File: config.mk
export PLATFORM = sky130hd
export DESIGN_NAME = neuron_mac_sequencer
export DESIGN_NICKNAME = d
export VERILOG_FILES = /design/src/rtl/neuron_mac_sequencer.sv
export SDC_FILE = /design/constraint.sdc
export NUM_CORES = 1
export LEC_CHECK = 0
export ABC_AREA = 1
export CORE_MARGIN = 2
export CORE_UTILIZATION = 56
export CTS_BUF_LIST = sky130_fd_sc_hd__clkbuf_4
export DETAILED_ROUTE_END_ITERATION = 10
export GPL_TIMING_DRIVEN = 0
export PLACE_DENSITY = 0.75
export SYNTH_ARGS = -nofsm -noshare
export SYNTH_HDL_FRONTEND = slang
export SYNTH_SLANG_ARGS = --single-unit
File: constraint.sdc
create_clock -name clk -period 12.2 [get_ports clk]
set_input_delay 2.44 -clock clk [delete_from_list [all_inputs] [get_ports clk]]
set_output_delay 2.44 -clock clk [all_outputs]
set_load 0.02 [all_outputs]
File: src/rtl/neuron_mac_sequencer.sv
// Neuron MAC sequencer: reads N (x,w) pairs, accumulates, scales, saturates, writes back.
// Define NEURON_RELU_EN to clamp negative activations to zero.
`timescale 1ns/1ps
module neuron_mac_sequencer #(
  parameter int DATA_W = 8,
  parameter int ADDR_W = 8,
  parameter int CNT_W  = 7,
  parameter int ACC_W  = 20,
  parameter int SHIFT  = 4
) (
  input  logic              clk,
  input  logic              rst,
  input  logic              start,
  input  logic [ADDR_W-1:0] base_addr,
  input  logic [CNT_W-1:0]  count,
  input  logic [ADDR_W-1:0] out_addr,
  output logic              busy,
  output logic              done,
  output logic [DATA_W-1:0] result,
  output logic              sat,
  output logic [ADDR_W-1:0] read_address,
  output logic              oe,
  input  logic [DATA_W-1:0] read_data,
  output logic [ADDR_W-1:0] write_address,
  output logic [DATA_W-1:0] write_data,
  output logic              wre
);

  typedef enum logic [1:0] {
    IDLE,
    RD_X,
    RD_W,
    WRITE
  } state_t;

  localparam int PW = 2 * DATA_W;
  localparam logic [CNT_W-1:0] CNT_ONE =
    {{(CNT_W-1){1'b0}}, 1'b1};
  localparam logic signed [ACC_W-1:0] HI =
    {{(ACC_W-DATA_W+1){1'b0}}, {(DATA_W-1){1'b1}}};
  localparam logic signed [ACC_W-1:0] LO = ~HI;

  state_t state, state_nx;

  logic [ADDR_W-1:0]        base_q;
  logic [ADDR_W-1:0]        out_q;
  logic [CNT_W-1:0]         cnt_q;
  logic [CNT_W-1:0]         idx_q;
  logic signed [ACC_W-1:0]  acc_q;
  logic signed [DATA_W-1:0] x_q;

  logic [ADDR_W-1:0]        pair_addr;
  logic signed [DATA_W-1:0] rd_s;
  logic signed [PW-1:0]     prod;
  logic signed [ACC_W-1:0]  acc_nx;
  logic signed [ACC_W-1:0]  sh;
  logic [DATA_W-1:0]        f_val;
  logic                     f_sat;
  logic                     last_pair;

  assign pair_addr = base_q + ADDR_W'({idx_q, 1'b0});
  assign rd_s      = $signed(read_data);
  assign prod      = x_q * rd_s;
  assign acc_nx    = acc_q +
    {{(ACC_W-PW){prod[PW-1]}}, prod};
  assign sh        = acc_q >>> SHIFT;
  assign last_pair = (idx_q == (cnt_q - CNT_ONE));

  // Activation: scaled accumulator clipped to the DATA_W range
  always_comb begin
    f_val = sh[DATA_W-1:0];
    f_sat = 1'b0;
`ifdef NEURON_RELU_EN
    if (sh[ACC_W-1]) begin
      f_val = '0;
    end else if (sh > HI) begin
      f_val = HI[DATA_W-1:0];
      f_sat = 1'b1;
    end
`else
    if (sh > HI) begin
      f_val = HI[DATA_W-1:0];
      f_sat = 1'b1;
    end else if (sh < LO) begin
      f_val = LO[DATA_W-1:0];
      f_sat = 1'b1;
    end
`endif
  end

  always_comb begin
    state_nx      = state;
    oe            = 1'b0;
    wre           = 1'b0;
    read_address  = '0;
    write_address = '0;
    write_data    = '0;
    unique case (state)
      IDLE: begin
        if (start)
          state_nx = (count == '0) ? WRITE : RD_X;
      end
      RD_X: begin
        oe           = 1'b1;
        read_address = pair_addr;
        state_nx     = RD_W;
      end
      RD_W: begin
        oe           = 1'b1;
        read_address = pair_addr + ADDR_W'(1);
        state_nx     = last_pair ? WRITE : RD_X;
      end
      WRITE: begin
        wre           = 1'b1;
        write_address = out_q;
        write_data    = f_val;
        state_nx      = IDLE;
      end
      default: state_nx = IDLE;
    endcase
  end

  always_ff @(posedge clk) begin
    if (rst) begin
      state  <= IDLE;
      base_q <= '0;
      out_q  <= '0;
      cnt_q  <= '0;
      idx_q  <= '0;
      acc_q  <= '0;
      x_q    <= '0;
      busy   <= 1'b0;
      done   <= 1'b0;
      result <= '0;
      sat    <= 1'b0;
    end else begin
      state <= state_nx;
      done  <= 1'b0;
      unique case (state)
        IDLE: begin
          if (start) begin
            base_q <= base_addr;
            cnt_q  <= count;
            out_q  <= out_addr;
            acc_q  <= '0;
            idx_q  <= '0;
            busy   <= 1'b1;
          end
        end
        RD_X: x_q <= rd_s;
        RD_W: begin
          acc_q <= acc_nx;
          idx_q <= idx_q + CNT_ONE;
        end
        WRITE: begin
          result <= f_val;
          sat    <= f_sat;
          busy   <= 1'b0;
          done   <= 1'b1;
        end
        default: ;
      endcase
    end
  end

endmodule

==> Flow_metrics.wiki, run 1 <==
{| class="wikitable"
! Metric !! Value
|-
| Outcome || finished, final reports clean
|-
| Critical register-to-register path endpoint || acc_q[17]$_SDFFE_PP0P_
|-
| Leak || 4.252 nW
|-
| Number of H-tree branching levels || 3
|-
| MaxCap Viol Count || 0
|-
| Initial core utilization || 0.5726
|-
| Total DRC errors in the routed layout || 0
|-
| Post-synth net total || approximately 1200
|-
| Peak clock frequency supported by timing || around 120 MHz
|-
| Category of the worst setup path capture point || flop
|-
| Fill cells || roughly 1200
|-
| Setup skew after layout || 13.68 ps
|-
| Number of top-level pins || 71
|-
| Postcts setup bufs || 0
|-
| Number of antenna violations at the first check in global routing || 1
|-
| Final Hold Viols || 0
|-
| Asr flop ratio synth || 0
|-
| Pre-Repair DR Iteration Count || 7
|-
| Worst-Margin Slew || about 730 ps
|-
| Min-Delay Path Class || reg -> reg
|-
| Setup violation total in the final timing report || 0
|-
| Pre-CTS setup slack || between 3000 and 4000 ps
|-
| Crit path kind || in -> reg
|-
| Reg2Reg Launch Point || x_q[0]$_SDFFE_PP0P_
|-
| Half-perimeter wire length of the detailed placement result || between 10000 and 15000 um
|-
| Post-synth cell types || 49
|-
| Min setup slack post-route || between 3000 and 4000 ps
|-
| Worst hold start || result[4]$_SDFFE_PP0P_
|-
| Post-layout min period || ~8300 ps
|-
| CP Launch Type || input pin
|-
| Largest voltage drop on the vdd net || a little over 0.09 mV
|-
| WHS Endpoint || result[4]$_SDFFE_PP0P_
|-
| Number of register bits inferred by synthesis || 71
|-
| Port Buf Inserts || 62
|-
| GRT Resource Usage Total || 0.2688
|-
| Clock Tree Buf Depth || 2
|-
| Number of gates given a new drive strength after cts || 0
|-
| Setup repair after global routing missed its margin || no
|-
| Required time worst endpoint || about 13000 ps
|-
| Via-per-instance ratio || around 5.2
|-
| Clock sink count || around 70
|-
| Total routed wirelength || approximately 18000 um
|-
| Fin crit share || 0.6794
|-
| Sum of met3 wire segment lengths after detailed routing || between 800 and 900 um
|-
| Number of CTS-inserted buffers || 9
|-
| Worst slew margin || 0.5096
|-
| Primary flip-flop cell chosen by synthesis mapping || dfxtp_1
|-
| Count of hold-fix buffers inserted at cts || 0
|-
| Fraction of the core area covered by cells at the end of the flow || 0.6519
|-
| Post-layout nets || 1266
|-
| Yosys warning count || 0
|-
| TNS Setup || 0 ps
|-
| Number of routed nets with antenna violations || 0
|-
| First-pass GRT wire length || ~31000 um
|-
| Die width || between 100 and 150 um
|-
| Area overhead of the layout relative to synthesis || 13.85%
|-
| Top routing layer in use || met4
|-
| Clock latency of the later-clocked register in the worst-skew pair || 440 ps
|-
| Die Ht || between 100 and 150 um
|-
| Post-Syn Area per Cell || a little under 7 um^2
|-
| Die area || between 10000 and 15000 um^2
|-
| Vias in the first global route || around 6500
|-
| Last weighted congestion value of the routability-driven placer || 0.9560
|-
| Flop-to-flop setup slack || between 6000 and 7000 ps
|-
| Number of enable-type register cells in the synthesized netlist || 0
|-
| Post-synthesis instance area || around 7200 um^2
|-
| Proportion of layout cells with a drive suffix above 1 || 0.04741
|-
| Proportion of synthesized chip area in sequential cells || 0.1967
|-
| Site Rows || 41
|-
| Synthesized instance count || between 1000 and 1500
|-
| Worst reg2reg path depth || 27
|-
| Pin count of the biggest net entering global routing || 14
|-
| PwrDens || ~130 nW/um^2
|-
| Average routed wire per standard cell || 13.73 um
|-
| Hold Path Stages || 2
|-
| Crit path arrival time || between 8000 and 9000 ps
|-
| Maximum fanout count along the critical path || 9
|-
| GRT overflow || 0
|-
| Routed metal-1 wire length || 7978 um
|-
| Starting DRC count in detailed routing || about 660
|-
| Total met2 wirelength after detailed routing || between 8000 and 9000 um
|-
| Final count of pins violating max slew || 0
|-
| Area of the core region || between 10000 and 15000 um^2
|-
| CTS root buf || clkbuf_4
|-
| Post-CTS clock slew at the launch and capture registers of the worst setup and hold paths || ~140 ps
|-
| CTS tree || yes
|-
| Detailed-route via count || roughly 6700
|}
[report_power, final]
part | switching (W) | internal (W)
combinational | 0.000399 | 0.000214
clock | 0.0000965 | 0.0000838
sequential | 0.00000731 | 0.000244
total | 0.000503 | 0.000541
[sequential cells by signal, indices dropped and copies added, names as in the netlist]
register	count
done	1
state	2
busy	1
idx_q	7
acc_q	20
x_q	8
result	8
cnt_q	7
sat	1
base_q	8
out_q	8
[how the worst max path moves through the flow]
stage | startpoint | end | slack, ps | depth (start not counted)
5_1_grt | read_data[7] | acc_q[17]$_SDFFE_PP0P_ | 3330 | 28
3_5_place_dp | read_data[7] | acc_q[17]$_SDFFE_PP0P_ | 3460 | 28
3_3_place_gp | read_data[7] | acc_q[17]$_SDFFE_PP0P_ | 3480 | 28
6_report | read_data[7] | acc_q[17]$_SDFFE_PP0P_ | 3910 | 28
4_1_cts | read_data[7] | acc_q[19]$_SDFFE_PP0P_ | 3930 | 30
2_1_floorplan | read_data[7] | acc_q[19]$_SDFFE_PP0P_ | 4650 | 29
[cell usage after synthesis (7+ instances only)]
| library cell | number | area, um^2 |
|---|---|---|
| nand2_1 | 208 | 780.8 |
| inv_1 | 203 | 762.0 |
| nor2_1 | 97 | 364.1 |
| a21oi_1 | 89 | 445.4 |
| dfxtp_1 | 71 | 1421 |
| o21ai_0 | 68 | 340.3 |
| ha_1 | 62 | 775.7 |
| fa_1 | 57 | 1141 |
| clkbuf_1 | 31 | 116.4 |
| nand3_1 | 31 | 155.2 |
| xor2_1 | 18 | 157.7 |
| xnor2_1 | 10 | 87.58 |
| nand4_1 | 8 | 50.05 |
| nor3_1 | 7 | 35.03 |
| o21ai_1 | 7 | 35.03 |
[cells in the final DEF (no fill, tap or decap), types with 8 or more instances in the layout]
cell | netlist | final
o21ai_0 | 68 | 68
clkdlybuf4s50_1 | 0 | 62
a21oi_1 | 89 | 89
xnor2_1 | 10 | 10
clkbuf_4 | 0 | 9
ha_1 | 62 | 62
xor2_1 | 18 | 18
fa_1 | 57 | 57
nand4_1 | 8 | 8
dfxtp_1 | 71 | 71
nor2_1 | 97 | 97
nand3_1 | 31 | 31
nand2_1 | 208 | 208
clkbuf_1 | 31 | 31
inv_1 | 203 | 203
[area by class of cell]
cell class,instances,area [um^2],share of cell area
Multi-Input combinational cell,721,4861,0.5909
Sequential cell,71,1421,0.1728
Inverter,210,788.3,0.09582
Timing Repair Buffer,62,620.6,0.07544
Tap cell,172,215.2,0.02616
Buffer,38,155.1,0.01886
Clock inverter,7,95.09,0.01156
Clock buffer,9,67.56,0.008213
Antenna cell,1,2.502,0.0003042
[cells by family after synthesis]
| kind of cell | count (synthesis) | synth area share |
|---|---|---|
| xor gates and xnor gates | 30 | 0.04000 |
| buffers and inverters | 248 | 0.1306 |
| adders and majority gates | 119 | 0.2653 |
| and+or+nand+nor | 379 | 0.2204 |
| DFF | 71 | 0.1967 |
| AOI/OAI and AO/OA | 193 | 0.1470 |
[layer usage]
layer / track usage / up-vias
met5: 0 / -
met4: 0.07605 / 0
met3: 0.03198 / 26
met2: 0.4773 / 179
met1: 0.3452 / 3140
li1: - / 3379
[worst max-delay path, stage by stage]
cell	delay (ps)
clkdlybuf4s50_1	540
clkinv_1	280
or2_2	380
fa_1	510
fa_1	540
inv_1	60
fa_1	550
inv_1	60
fa_1	530
inv_1	40
ha_1	350
a21o_1	200
nand2_1	60
nand2_1	40
a21oi_1	220
o21ai_2	90
nand2_1	60
a21boi_0	90
o21bai_1	140
nand2_1	90
ha_1	380
nand2_1	150
nor4_2	330
nand4_1	180
nand3_1	110
nand2_1	50
nand3_1	60
a21oi_1	60
[through the flow]
| stage | cell area (um^2) | total power [W] | hold slack, ps | instances |
|---|---|---|---|---|
| 4_1_cts | 8224 | 0.001048 | 474.5 | 1290 |
| 3_3_place_gp | 8061 | 0.0008562 | 451.8 | 1274 |
| 2_1_floorplan | 7226 | 0.0007199 | 445.3 | 1040 |
| 6_report | 8227 | 0.001044 | 472.6 | 1291 |
| 5_1_grt | 8227 | 0.001153 | 501.1 | 1291 |
| 3_5_place_dp | 8061 | 0.0008642 | 455.4 | 1274 |
Note: power is estimated with default switching activity, not from simulation.
==> inputs of run 2 (changes only) <==
- CORE_UTILIZATION: 56 -> 54
- PLACE_DENSITY: 0.75 -> 0.76
- clock period: 12.2 -> 7.22 ns (I/O delays scaled with it)
==> run 2 against run 1 <==
Effect of this change: sequential power up 69%; register-to-register slack worse by 4900 ps; setup slack worse by 3300 ps; die area up 3.6%; clock skew up 2.3 ps; worst hold slack worse by 1.7 ps; wire length down 3.5%.
==> Flow_metrics.wiki, run 2 (same netlist as run 1, synthesis figures left out) <==
{| class="wikitable"
! Metric !! Value
|-
| Last weighted congestion value of the routability-driven placer || 0.9180 (was 0.9560)
|-
| Half-perimeter wire length of the detailed placement result || 13740 um (was 14230 um)
|-
| Post-layout min period || about 6600 ps
|-
| First-pass GRT wire length || 29100 um (was 30550 um)
|-
| GRT Resource Usage Total || 0.2504 (was 0.2688)
|-
| Worst hold start || result[3]$_SDFFE_PP0P_ (was result[4]$_SDFFE_PP0P_)
|-
| Number of antenna violations at the first check in global routing || 0 (was 1)
|-
| Max reg flops || 20 (unchanged)
|-
| Proportion of power drawn by the clock network || 0.169 (was 0.173)
|-
| Crit path kind || in -> reg (unchanged)
|-
| Post-layout nets || 1266 (unchanged)
|-
| Cell with the largest stage delay on the worst path || fa_1 (unchanged)
|-
| Die area || 14320 um^2 (was 13830 um^2)
|-
| Fraction of the core area covered by cells at the end of the flow || 0.6270 (was 0.6519)
|-
| Number of CTS-inserted buffers || 9 (unchanged)
|-
| Most common library cell in the layout ignoring fill and taps || nand2_1 (unchanged)
|-
| Clock latency of the later-clocked register in the worst-skew pair || 440 ps (about the same)
|-
| TNS Setup || 0 ps (unchanged)
|-
| Site Rows || 42 (was 41)
|-
| Final Hold Viols || 0 (unchanged)
|-
| Proportion of layout cells with a drive suffix above 1 || 0.05009 (was 0.04741)
|-
| Setup repair after global routing missed its margin || no (unchanged)
|-
| CP Launch Type || input pin (unchanged)
|-
| Outcome || finished, final reports clean (unchanged)
|-
| Detailed-route via count || 6696 (was 6724)
|-
| Reg2Reg Launch Point || x_q[0]$_SDFFE_PP0P_ (unchanged)
|-
| Count of hold-fix buffers inserted at cts || 0 (unchanged)
|-
| Category of the worst setup path capture point || flop (unchanged)
|-
| Pre-Repair DR Iteration Count || 6 (was 7)
|-
| Starting DRC count in detailed routing || 432 (was 657)
|-
| Pin count of the biggest net entering global routing || 12 (was 14)
|-
| Required time worst endpoint || 7540 ps (was 12510 ps)
|-
| Clock sink count || 71 (unchanged)
|-
| Combinational power share || 0.590 (was 0.587)
|-
| Register ranked first by flip-flop count || acc_q (unchanged)
|-
| Number of top-level pins || 71 (unchanged)
|-
| Critical register-to-register path endpoint || acc_q[17]$_SDFFE_PP0P_ (unchanged)
|-
| CTS root buf || clkbuf_4 (unchanged)
|-
| Post-CTS clock slew at the launch and capture registers of the worst setup and hold paths || 130 ps (was 140 ps)
|-
| Final count of pins violating max slew || 0 (unchanged)
|-
| Setup skew after layout || 15.99 ps (was 13.68 ps)
|-
| MaxCap Viol Count || 0 (unchanged)
|-
| Die Ht || 119.7 um (was 117.6 um)
|-
| Clock Tree Buf Depth || 2 (unchanged)
|-
| Net load switching power || 0.0008338 W (was 0.0005029 W)
|-
| Internal power || 0.0009229 W (was 0.0005414 W)
|-
| Peak clock frequency supported by timing || 151.9 MHz
|-
| GRT overflow || 0 (unchanged)
|-
| Total DRC errors in the routed layout || 0 (unchanged)
|-
| Commonest cells after routing, fill and taps aside || 208 x nand2_1, 203 x inv_1, 96 x nor2_1 (was 208 x nand2_1, 203 x inv_1, 97 x nor2_1)
|-
| Largest voltage drop on the vdd net || 0.1264 mV (was 0.09176 mV)
|-
| Slowest stage delay, CP || 550 ps (about the same)
|-
| Most frequent cell on the critical path || nand2_1 (unchanged)
|-
| Total routed wirelength || 17110 um (was 17730 um)
|-
| Worst slew margin || 0.5198 (was 0.5096)
|-
| Average routed wire per standard cell || 13.23 um (was 13.73 um)
|-
| Vias in the first global route || 6321 (was 6548)
|-
| Worst reg2reg path depth || 28 (was 27)
|-
| CTS tree || yes (unchanged)
|-
| Number of H-tree branching levels || 3 (unchanged)
|-
| Flop-to-flop setup slack || 1300 ps (was 6240 ps)
|-
| Area of the core region || 13140 um^2 (was 12620 um^2)
|-
| Initial core utilization || 0.5500 (was 0.5726)
|-
| Min-Delay Path Class || reg -> reg (unchanged)
|-
| Sequential power share || 0.241 (was 0.240)
|-
| Antenna Cells || 0 (was 1)
|-
| Crit path arrival time || 6900 ps (was 8600 ps)
|-
| PwrDens || 213.2 nW/um^2 (was 126.9 nW/um^2)
|-
| Port Buf Inserts || 62 (unchanged)
|-
| Fill cells || 1231 (was 1216)
|-
| End point of the critical path || acc_q[17]$_SDFFE_PP0P_ (unchanged)
|-
| Via-per-instance ratio || 5.175 (was 5.208)
|-
| Worst-Margin Slew || 712.8 ps (was 732.1 ps)
|-
| Switching power as a share of total power || 0.4747 (was 0.4815)
|-
| Number of routed nets with antenna violations || 0 (unchanged)
|-
| Fin crit share || 0.9120
|-
| Die width || 119.7 um (was 117.6 um)
|-
| Leak || 4.260 nW (was 4.252 nW)
|-
| Launch point of the worst path || read_data[7] (unchanged)
|-
| Maximum fanout count along the critical path || 9 (unchanged)
|-
| Area overhead of the layout relative to synthesis || 14.01% (was 13.85%)
|-
| Setup violation total in the final timing report || 0 (unchanged)
|}
[run 2: cell count changes in the layout (fill, tap and decap cells not counted), moves of 2 or more]
cell      delta
clkbuf_4     +2
ha_1         -2
ha_2         +2
inv_6        -2
[run 2: what timing repair did]
item / 4_1_cts / 5_1_grt
setup buffers: 0 / 0
setup endpoints to repair: 3 / 7
endpoints found under the hold margin: 0 / 0
gates resized for setup: 1 / 7
[run 2: layer usage]
metal	global-route usage	up-vias	wire length (um)
met4	0.07426	0	346
met5	0	-	0
met3	0.03089	26	935
met2	0.4321	175	8172
met1	0.3293	3099	7660
li1	-	3396	-
[run 2: critical path, delay by kind of cell]
kind	cells	cell delay, ps
AOI/OAI and AO/OA	5	570
adders and majority gates	6	2890
buffers and inverters	5	420
and+or+nand+nor	13	1570
[run 2: worst min path at each step]
stage | end | slack, ps | cells after the start
CTS | result[2]$_SDFFE_PP0P_ | 470 | 2
global placement | result[0]$_SDFFE_PP0P_ | 450 | 2
floorplan | acc_q[0]$_SDFFE_PP0P_ | 450 | 2
detailed placement | result[2]$_SDFFE_PP0P_ | 460 | 2
global route | result[0]$_SDFFE_PP0P_ | 490 | 2
finish | result[3]$_SDFFE_PP0P_ | 470 | 2
[run 2: power by group through the flow]
stage          clock network, W  logic, W  registers [W]
2_1_floorplan                 0  0.000786       0.000430
5_1_grt                0.000315   0.00118       0.000426
4_1_cts                0.000298   0.00103       0.000424
3_3_place_gp                  0   0.00100       0.000432
6_report               0.000297   0.00104       0.000424
3_5_place_dp                  0   0.00102       0.000433
[run 2: area by class of cell]
type / count / area, um^2 / share of cell area
plain buffers: 38 / 155.1 / 0.01883
clock buffers: 11 / 82.58 / 0.01002
clock inverters: 5 / 72.57 / 0.008809
inverters: 210 / 790.8 / 0.09599
multi-input cells: 721 / 4872 / 0.5914
flip-flops and latches: 71 / 1421 / 0.1725
well taps: 176 / 220.2 / 0.02673
repair buffers: 62 / 623.1 / 0.07564
[run 2: metrics by stage]
| step | worst slack [ps] | instance area [um^2] | std cells | power (W) | hold WS [ps] |
|---|---|---|---|---|---|
| 6_report | 635.3 | 8238 | 1294 | 0.001757 | 470.9 |
| 3_3_place_gp | -555.0 | 8066 | 1278 | 0.001434 | 451.9 |
| 2_1_floorplan | 663.9 | 7226 | 1040 | 0.001216 | 445.3 |
| 4_1_cts | 3.561 | 8223 | 1294 | 0.001747 | 473.1 |
| 3_5_place_dp | -604.3 | 8066 | 1278 | 0.001451 | 456.0 |
| 5_1_grt | 234.5 | 8238 | 1294 | 0.001926 | 485.0 |
